### config.mk
export PLATFORM = sky130hd
export DESIGN_NAME = buzzer_sched
export DESIGN_NICKNAME = d
export VERILOG_FILES = /design/src/rtl/buzzer_sched_pkg.sv /design/src/rtl/btn_debounce.sv /design/src/rtl/buzzer_sched.sv
export SDC_FILE = /design/constraint.sdc
export NUM_CORES = 1
export LEC_CHECK = 0
export ABC_AREA = 1
export BUFFER_PORTS_ARGS = -buffer_cell sky130_fd_sc_hd__buf_2
export CORE_ASPECT_RATIO = 0.7
export CORE_UTILIZATION = 56
export DETAILED_ROUTE_END_ITERATION = 8
export HOLD_SLACK_MARGIN = 0.02
export PLACE_DENSITY = 0.75
export SYNTH_ARGS = -nofsm -noshare
export SYNTH_HDL_FRONTEND = slang
export SYNTH_SLANG_ARGS = --single-unit
### constraint.sdc
create_clock -name clk -period 1.7 [get_ports clk]
set_input_delay 0.34 -clock clk [delete_from_list [all_inputs] [get_ports clk]]
set_output_delay 0.34 -clock clk [all_outputs]
set_load 0.02 [all_outputs]
### src/rtl/buzzer_sched_pkg.sv
// Shared definitions for buzzer_sched: FSM state encoding, the "no grant" id
// and the per-requester ON/OFF pattern lengths in ticks.
package buzzer_sched_pkg;

    typedef enum logic [1:0] {
        ST_IDLE = 2'd0,
        ST_ON   = 2'd1,
        ST_OFF  = 2'd2
    } state_t;

    localparam logic [1:0] NO_ID = 2'd3;

    // Index i holds the pattern length for requester i.
    localparam logic [2:0][3:0] ON_TICKS  = {4'd1, 4'd3, 4'd2};
    localparam logic [2:0][3:0] OFF_TICKS = {4'd1, 4'd3, 4'd8};

    function automatic logic [3:0] on_ticks(input logic [1:0] id);
        case (id)
            2'd0:    on_ticks = ON_TICKS[0];
            2'd1:    on_ticks = ON_TICKS[1];
            2'd2:    on_ticks = ON_TICKS[2];
            default: on_ticks = ON_TICKS[0];
        endcase
    endfunction

    function automatic logic [3:0] off_ticks(input logic [1:0] id);
        case (id)
            2'd0:    off_ticks = OFF_TICKS[0];
            2'd1:    off_ticks = OFF_TICKS[1];
            2'd2:    off_ticks = OFF_TICKS[2];
            default: off_ticks = OFF_TICKS[0];
        endcase
    endfunction

endpackage

### src/rtl/btn_debounce.sv
// Tick-based debouncer: the output level follows the input only after the
// input has differed from it for DEB_TICKS consecutive ticks.
module btn_debounce #(
    parameter int DEB_TICKS = 3
) (
    input  logic clk,
    input  logic rst,
    input  logic tick,
    input  logic din,
    output logic level
);
    localparam int CW = (DEB_TICKS > 1) ? $clog2(DEB_TICKS) : 1;

    logic [CW-1:0] cnt_r;
    logic          level_r;

    // Stability counter; any return to the current level restarts the count.
    always_ff @(posedge clk or posedge rst) begin
        if (rst) begin
            cnt_r   <= '0;
            level_r <= 1'b0;
        end else if (din == level_r) begin
            cnt_r <= '0;
        end else if (tick) begin
            if (cnt_r == CW'(DEB_TICKS - 1)) begin
                level_r <= din;
                cnt_r   <= '0;
            end else begin
                cnt_r <= cnt_r + CW'(1);
            end
        end
    end

    assign level = level_r;
endmodule

### src/rtl/buzzer_sched.sv
// Priority alarm buzzer scheduler with ON/OFF tick patterns and a mute button.
// Optional build macro BUZZER_SCHED_DEBOUNCE_EN debounces the button.
module buzzer_sched
    import buzzer_sched_pkg::*;
#(
    parameter int TONE_DIV  = 4,
    parameter int TICK_DIV  = 10,
    parameter int DEB_TICKS = 3
) (
    input  logic       clk,
    input  logic       rst,
    input  logic [2:0] req,
    input  logic       switch,
    output logic       buzzer,
    output logic [1:0] active_id,
    output logic       busy
);
    localparam int TKW = $clog2(TICK_DIV);
    localparam int TCW = $clog2(TONE_DIV + 1);

    if (TONE_DIV < 1 || TICK_DIV < 2 || DEB_TICKS < 1) begin : g_bad_params
    end

    logic            sw_meta_r, sw_sync_r, pb_prev_r, pb_level_s, press_s;
    logic [TKW-1:0]  tick_cnt_r;
    logic            tick_s;
    logic [2:0]      mute_r, mute_set_s, elig_s;
    logic            cand_valid_s, granted_ok_s;
    logic [1:0]      cand_id_s, id_r, id_s;
    state_t          state_r, state_s;
    logic [3:0]      pat_cnt_r, pat_cnt_s;
    logic [TCW-1:0]  tone_cnt_r, tone_cnt_s;
    logic            buzzer_r, buzzer_s, busy_r;

`ifdef BUZZER_SCHED_DEBOUNCE_EN
    btn_debounce #(.DEB_TICKS(DEB_TICKS)) u_debounce (
        .clk   (clk),
        .rst   (rst),
        .tick  (tick_s),
        .din   (sw_sync_r),
        .level (pb_level_s)
    );
`else
    assign pb_level_s = sw_sync_r;
`endif

    assign tick_s  = (tick_cnt_r == TKW'(TICK_DIV - 1));
    assign press_s = pb_level_s & ~pb_prev_r;
    assign elig_s  = req & ~mute_r;

    // Highest-index eligible requester wins, plus mute-set decode and grant health.
    always_comb begin
        cand_valid_s = |elig_s;
        mute_set_s   = 3'b000;
        granted_ok_s = 1'b0;
        if (elig_s[2]) begin
            cand_id_s = 2'd2;
        end else if (elig_s[1]) begin
            cand_id_s = 2'd1;
        end else begin
            cand_id_s = 2'd0;
        end
        case (id_r)
            2'd0:    granted_ok_s = elig_s[0];
            2'd1:    granted_ok_s = elig_s[1];
            2'd2:    granted_ok_s = elig_s[2];
            default: granted_ok_s = 1'b0;
        endcase
        if (press_s && busy_r) begin
            case (id_r)
                2'd0:    mute_set_s = 3'b001;
                2'd1:    mute_set_s = 3'b010;
                2'd2:    mute_set_s = 3'b100;
                default: mute_set_s = 3'b000;
            endcase
        end else begin
            mute_set_s = 3'b000;
        end
    end

    // Next state, grant, pattern counter and tone generation.
    always_comb begin
        state_s    = state_r;
        id_s       = id_r;
        pat_cnt_s  = pat_cnt_r;
        tone_cnt_s = '0;
        buzzer_s   = 1'b0;
        case (state_r)
            ST_IDLE: begin
                if (cand_valid_s) begin
                    state_s   = ST_ON;
                    id_s      = cand_id_s;
                    pat_cnt_s = on_ticks(cand_id_s);
                    buzzer_s  = 1'b1;
                end else begin
                    id_s = NO_ID;
                end
            end
            ST_ON: begin
                if (!granted_ok_s) begin
                    state_s   = ST_IDLE;
                    id_s      = NO_ID;
                    pat_cnt_s = 4'd0;
                end else if (tick_s && pat_cnt_r <= 4'd1) begin
                    state_s   = ST_OFF;
                    pat_cnt_s = off_ticks(id_r);
                end else begin
                    pat_cnt_s = tick_s ? pat_cnt_r - 4'd1 : pat_cnt_r;
                    if (tone_cnt_r == TCW'(TONE_DIV - 1)) begin
                        buzzer_s = ~buzzer_r;
                    end else begin
                        buzzer_s   = buzzer_r;
                        tone_cnt_s = tone_cnt_r + TCW'(1);
                    end
                end
            end
            ST_OFF: begin
                if (!granted_ok_s) begin
                    state_s   = ST_IDLE;
                    id_s      = NO_ID;
                    pat_cnt_s = 4'd0;
                end else if (tick_s && pat_cnt_r <= 4'd1) begin
                    // Pattern boundary: the only point where a higher requester preempts.
                    state_s   = ST_ON;
                    id_s      = cand_id_s;
                    pat_cnt_s = on_ticks(cand_id_s);
                    buzzer_s  = 1'b1;
                end else begin
                    pat_cnt_s = tick_s ? pat_cnt_r - 4'd1 : pat_cnt_r;
                end
            end
            default: begin
                state_s   = ST_IDLE;
                id_s      = NO_ID;
                pat_cnt_s = 4'd0;
            end
        endcase
    end

    // All sequential state: synchronizer, prescaler, mute mask and FSM outputs.
    always_ff @(posedge clk or posedge rst) begin
        if (rst) begin
            sw_meta_r  <= 1'b0;
            sw_sync_r  <= 1'b0;
            pb_prev_r  <= 1'b0;
            tick_cnt_r <= '0;
            mute_r     <= 3'b000;
            state_r    <= ST_IDLE;
            id_r       <= NO_ID;
            busy_r     <= 1'b0;
            pat_cnt_r  <= 4'd0;
            tone_cnt_r <= '0;
            buzzer_r   <= 1'b0;
        end else begin
            sw_meta_r  <= switch;
            sw_sync_r  <= sw_meta_r;
            pb_prev_r  <= pb_level_s;
            tick_cnt_r <= tick_s ? '0 : tick_cnt_r + TKW'(1);
            mute_r     <= (mute_r | mute_set_s) & req;
            state_r    <= state_s;
            id_r       <= id_s;
            busy_r     <= (state_s != ST_IDLE);
            pat_cnt_r  <= pat_cnt_s;
            tone_cnt_r <= tone_cnt_s;
            buzzer_r   <= buzzer_s;
        end
    end

    assign buzzer    = buzzer_r;
    assign active_id = id_r;
    assign busy      = busy_r;
endmodule
==> flow_summary.json <==
{
  "final.fill_count": 179,
  "cts_tree": "yes",
  "fin_tns_setup_ns": 0,
  "fmax_mhz": 600.0,
  "maxCapViolCount": 0,
  "crit_type": "register to register",
  "place_inst": 241,
  "grt_overflow": 0,
  "io_buffers": 9,
  "synthTopCellsByArea": "dfrtp_1 35%, nand2_1 11%, ha_1 10%",
  "drc": 0,
  "cp_slowest_stage_delay_ns": 0.59,
  "rows": 15,
  "synth_seq_cells": 23,
  "start_util_pct": 59.55,
  "drive_above_1_share_pct": 28.96,
  "setup_viol": 0,
  "wl_mm": 3.616,
  "wl_per_cell_um": 14.18,
  "slowest_stage": "dfstp_2",
  "boundaryPins": 10,
  "cts_hold_buf": 0,
  "ys_types": 26,
  "die_area_um2": 2868,
  "clk_latency_ns": 0.27,
  "final_antenna_net_count": 0,
  "cts-root-buf": "clkbuf_8",
  "drt_iter0_markers": 77,
  "min_path_type": "input pin to asynchronous set/reset pin",
  "avgSynthCellArea_um2": 7.623,
  "fp.dieH_um": 45.11,
  "period_minus_slack_ns": 1.667,
  "start_kind": "register",
  "htree_levels": 1,
  "maxSlewHeadroom_pct": 65.42,
  "rsz0062_at_grt": "yes",
  "place_area_um2": 1600,
  "design_area_um2": 1844,
  "worstPathArrival_ns": 1.82,
  "gp_congestion": 0.9587,
  "routed_via_density": 5.373,
  "synth_nets": 213,
  "grt_pass1_vias": 1162,
  "status": "finished, final reports clean",
  "insertedDiodeCount": 0,
  "cp.required_ns": 1.85,
  "skew_ns": 0.007452,
  "ys_seq_area_share_pct": 38.89,
  "leakagePower_nw": 0.9534,
  "core_area_um2": 2496,
  "synth_top_area_share_pct": 35.35,
  "crit_chain": "inv_2, ha_4, nand3_2, nand3_2, nand2_4, nor2_4, inv_2, o21ai_2, nand2_1, nand2_1",
  "period_share_pct": 98.03,
  "antenna_found_initial": 0,
  "worstSetupEndpointType": "register",
  "powerDensity_nw_per_um2": 1570,
  "area_growth_syn_to_layout_pct": 24.07,
  "dr.pass1.iters": 4,
  "yosys_warnings": 0,
  "yosysTopAreaCell": "dfrtp_1",
  "power.total_w": 0.002896,
  "cts_made_buffers": 3,
  "grt_usage_pct": 23.84,
  "cts_sinks": 23,
  "clkTransAtPathRegs_ns": 0.09,
  "vias": 1370,
  "finalNonFillerCells": 255,
  "irDropWorstVdd_uv": 867.7,
  "whs_ns": 0.08836,
  "nNetsFinal": 240,
  "hold_violations": 0,
  "synthCells": 195,
  "grt_pass1_wl_mm": 5.043,
  "netlist_area_um2": 1486,
  "cts_buffer_depth": 2,
  "crit_path_max_fanout": 7,
  "place_hpwl_mm": 2.485,
  "drv_slew": 0,
  "grt_max_degree": 14,
  "die_w_um": 63.58,
  "worst_pin_slew_ns": 0.5182
}
## worst paths after layout
path                         startpoint      endpoint  slack, ns  cells past startpoint
max in group asynchronous           rst  pat_cnt_r[3]       1.06                      3
min reg2reg                   sw_meta_r    pb_level_s       0.37                      0
min in group clk                 switch     sw_meta_r       0.18                      1
min                                 rst    pb_level_s       0.09                      2
max reg2reg                active_id[1]  pat_cnt_r[3]       0.03                     10
max                        active_id[1]  pat_cnt_r[3]       0.03                     10
## cell usage in the layout (no fill, tap or decap), types with 2 or more instances in the layout
| master | netlist | layout |
|---|---|---|
| nand2_1 | 45 | 44 |
| inv_1 | 37 | 31 |
| dfrtp_1 | 21 | 21 |
| o21ai_0 | 17 | 15 |
| nor2_1 | 18 | 14 |
| buf_4 | 0 | 13 |
| nand3_1 | 16 | 12 |
| buf_2 | 0 | 9 |
| ha_1 | 12 | 7 |
| nor2_4 | 3 | 5 |
| nand3_2 | 1 | 5 |
| inv_2 | 1 | 5 |
| ha_4 | 0 | 5 |
| nand2_2 | 2 | 4 |
| inv_4 | 1 | 3 |
| a21oi_1 | 3 | 3 |
| o21ai_1 | 3 | 3 |
| clkbuf_8 | 0 | 3 |
| nor2_2 | 0 | 2 |
| nand2_4 | 2 | 2 |
| xor2_1 | 2 | 2 |
| o21ai_2 | 0 | 2 |
| dfstp_2 | 2 | 2 |
## power by group
group          leakage [nW]  total [W]  switching, W  internal (W)
logic                 0.640    0.00176       0.00107      0.000694
registers             0.288   0.000789      0.000116      0.000673
clock network        0.0255   0.000342      0.000179      0.000164
## flip-flops by register name (all words and copies together) (netlist names)
register    flops
pat_cnt_r       4
state_r         2
busy            1
active_id       2
mute_r          3
tick_cnt_r      4
sw_meta_r       1
pb_level_s      1
tone_cnt_r      3
buzzer          1
pb_prev_r       1
## Yosys cell counts, drive strengths merged
cell,n
nand2,49
inv,39
nor2,22
dfrtp,21
o21ai,20
nand3,17
ha,12
a21oi,4
dfstp,2
nor3,2
xor2,2
a21boi,1
buf,1
nand4,1
nor4,1
or2,1
## metrics by stage
step / utilization [%] / setup WS, ns
floorplan: - / 0.06493
global placement: 64.11 / 0.009391
detailed placement: 64.11 / -0.02535
CTS: 66.57 / 0.002200
global route: 73.88 / -0.05813
finish: 73.88 / 0.03343
## per-layer routing
metal  vias up  wire, um  GRT usage [%]
li1        655         -              -
met1       642      1538          30.45
met4         0       159          7.273
met5         -         0              0
met3        22       177          4.798
met2        51      1740          41.70
## what timing repair did
| action | CTS | global route |
|---|---|---|
| setup endpoints to repair | 4 | 12 |
| resized for setup | 3 | 31 |
| hold endpoints to repair | 0 | 0 |
| pin swaps | 1 | 12 |
| gates cloned | 0 | 1 |
| buffers inserted | 2 | 7 |
## worst max-delay path: cells and delay by family (launching register included)
kind            cells  cell delay (ns)
fa+ha+maj           1             0.17
flops               1             0.59
simple gates        6             0.54
compound gates      1             0.07
buf+inv             2             0.19
## cell type report
type	count	area, um^2	area share [%]
timing repair buffer	22	142.6	7.734
multi-input combinational	133	880.8	47.76
clock buffer	3	41.29	2.239
sequential	23	578.1	31.34
clock inverter	1	5.005	0.2714
tap	34	42.54	2.307
inverter	39	153.9	8.345
## kinds of logic (layout without fill, tap and decap cells)
logic type,Yosys count,after routing,synth area share [%]
AND/OR/NAND/NOR,93,94,30.22
buffers and inverters,40,65,10.27
adder cells (fa/ha/maj),12,12,10.10
flip-flops,23,23,38.89
AO/OA/AOI/OAI,25,25,9.343
XOR/XNOR,2,2,1.179
No activity file was read; power rests on OpenSTA's default activity.
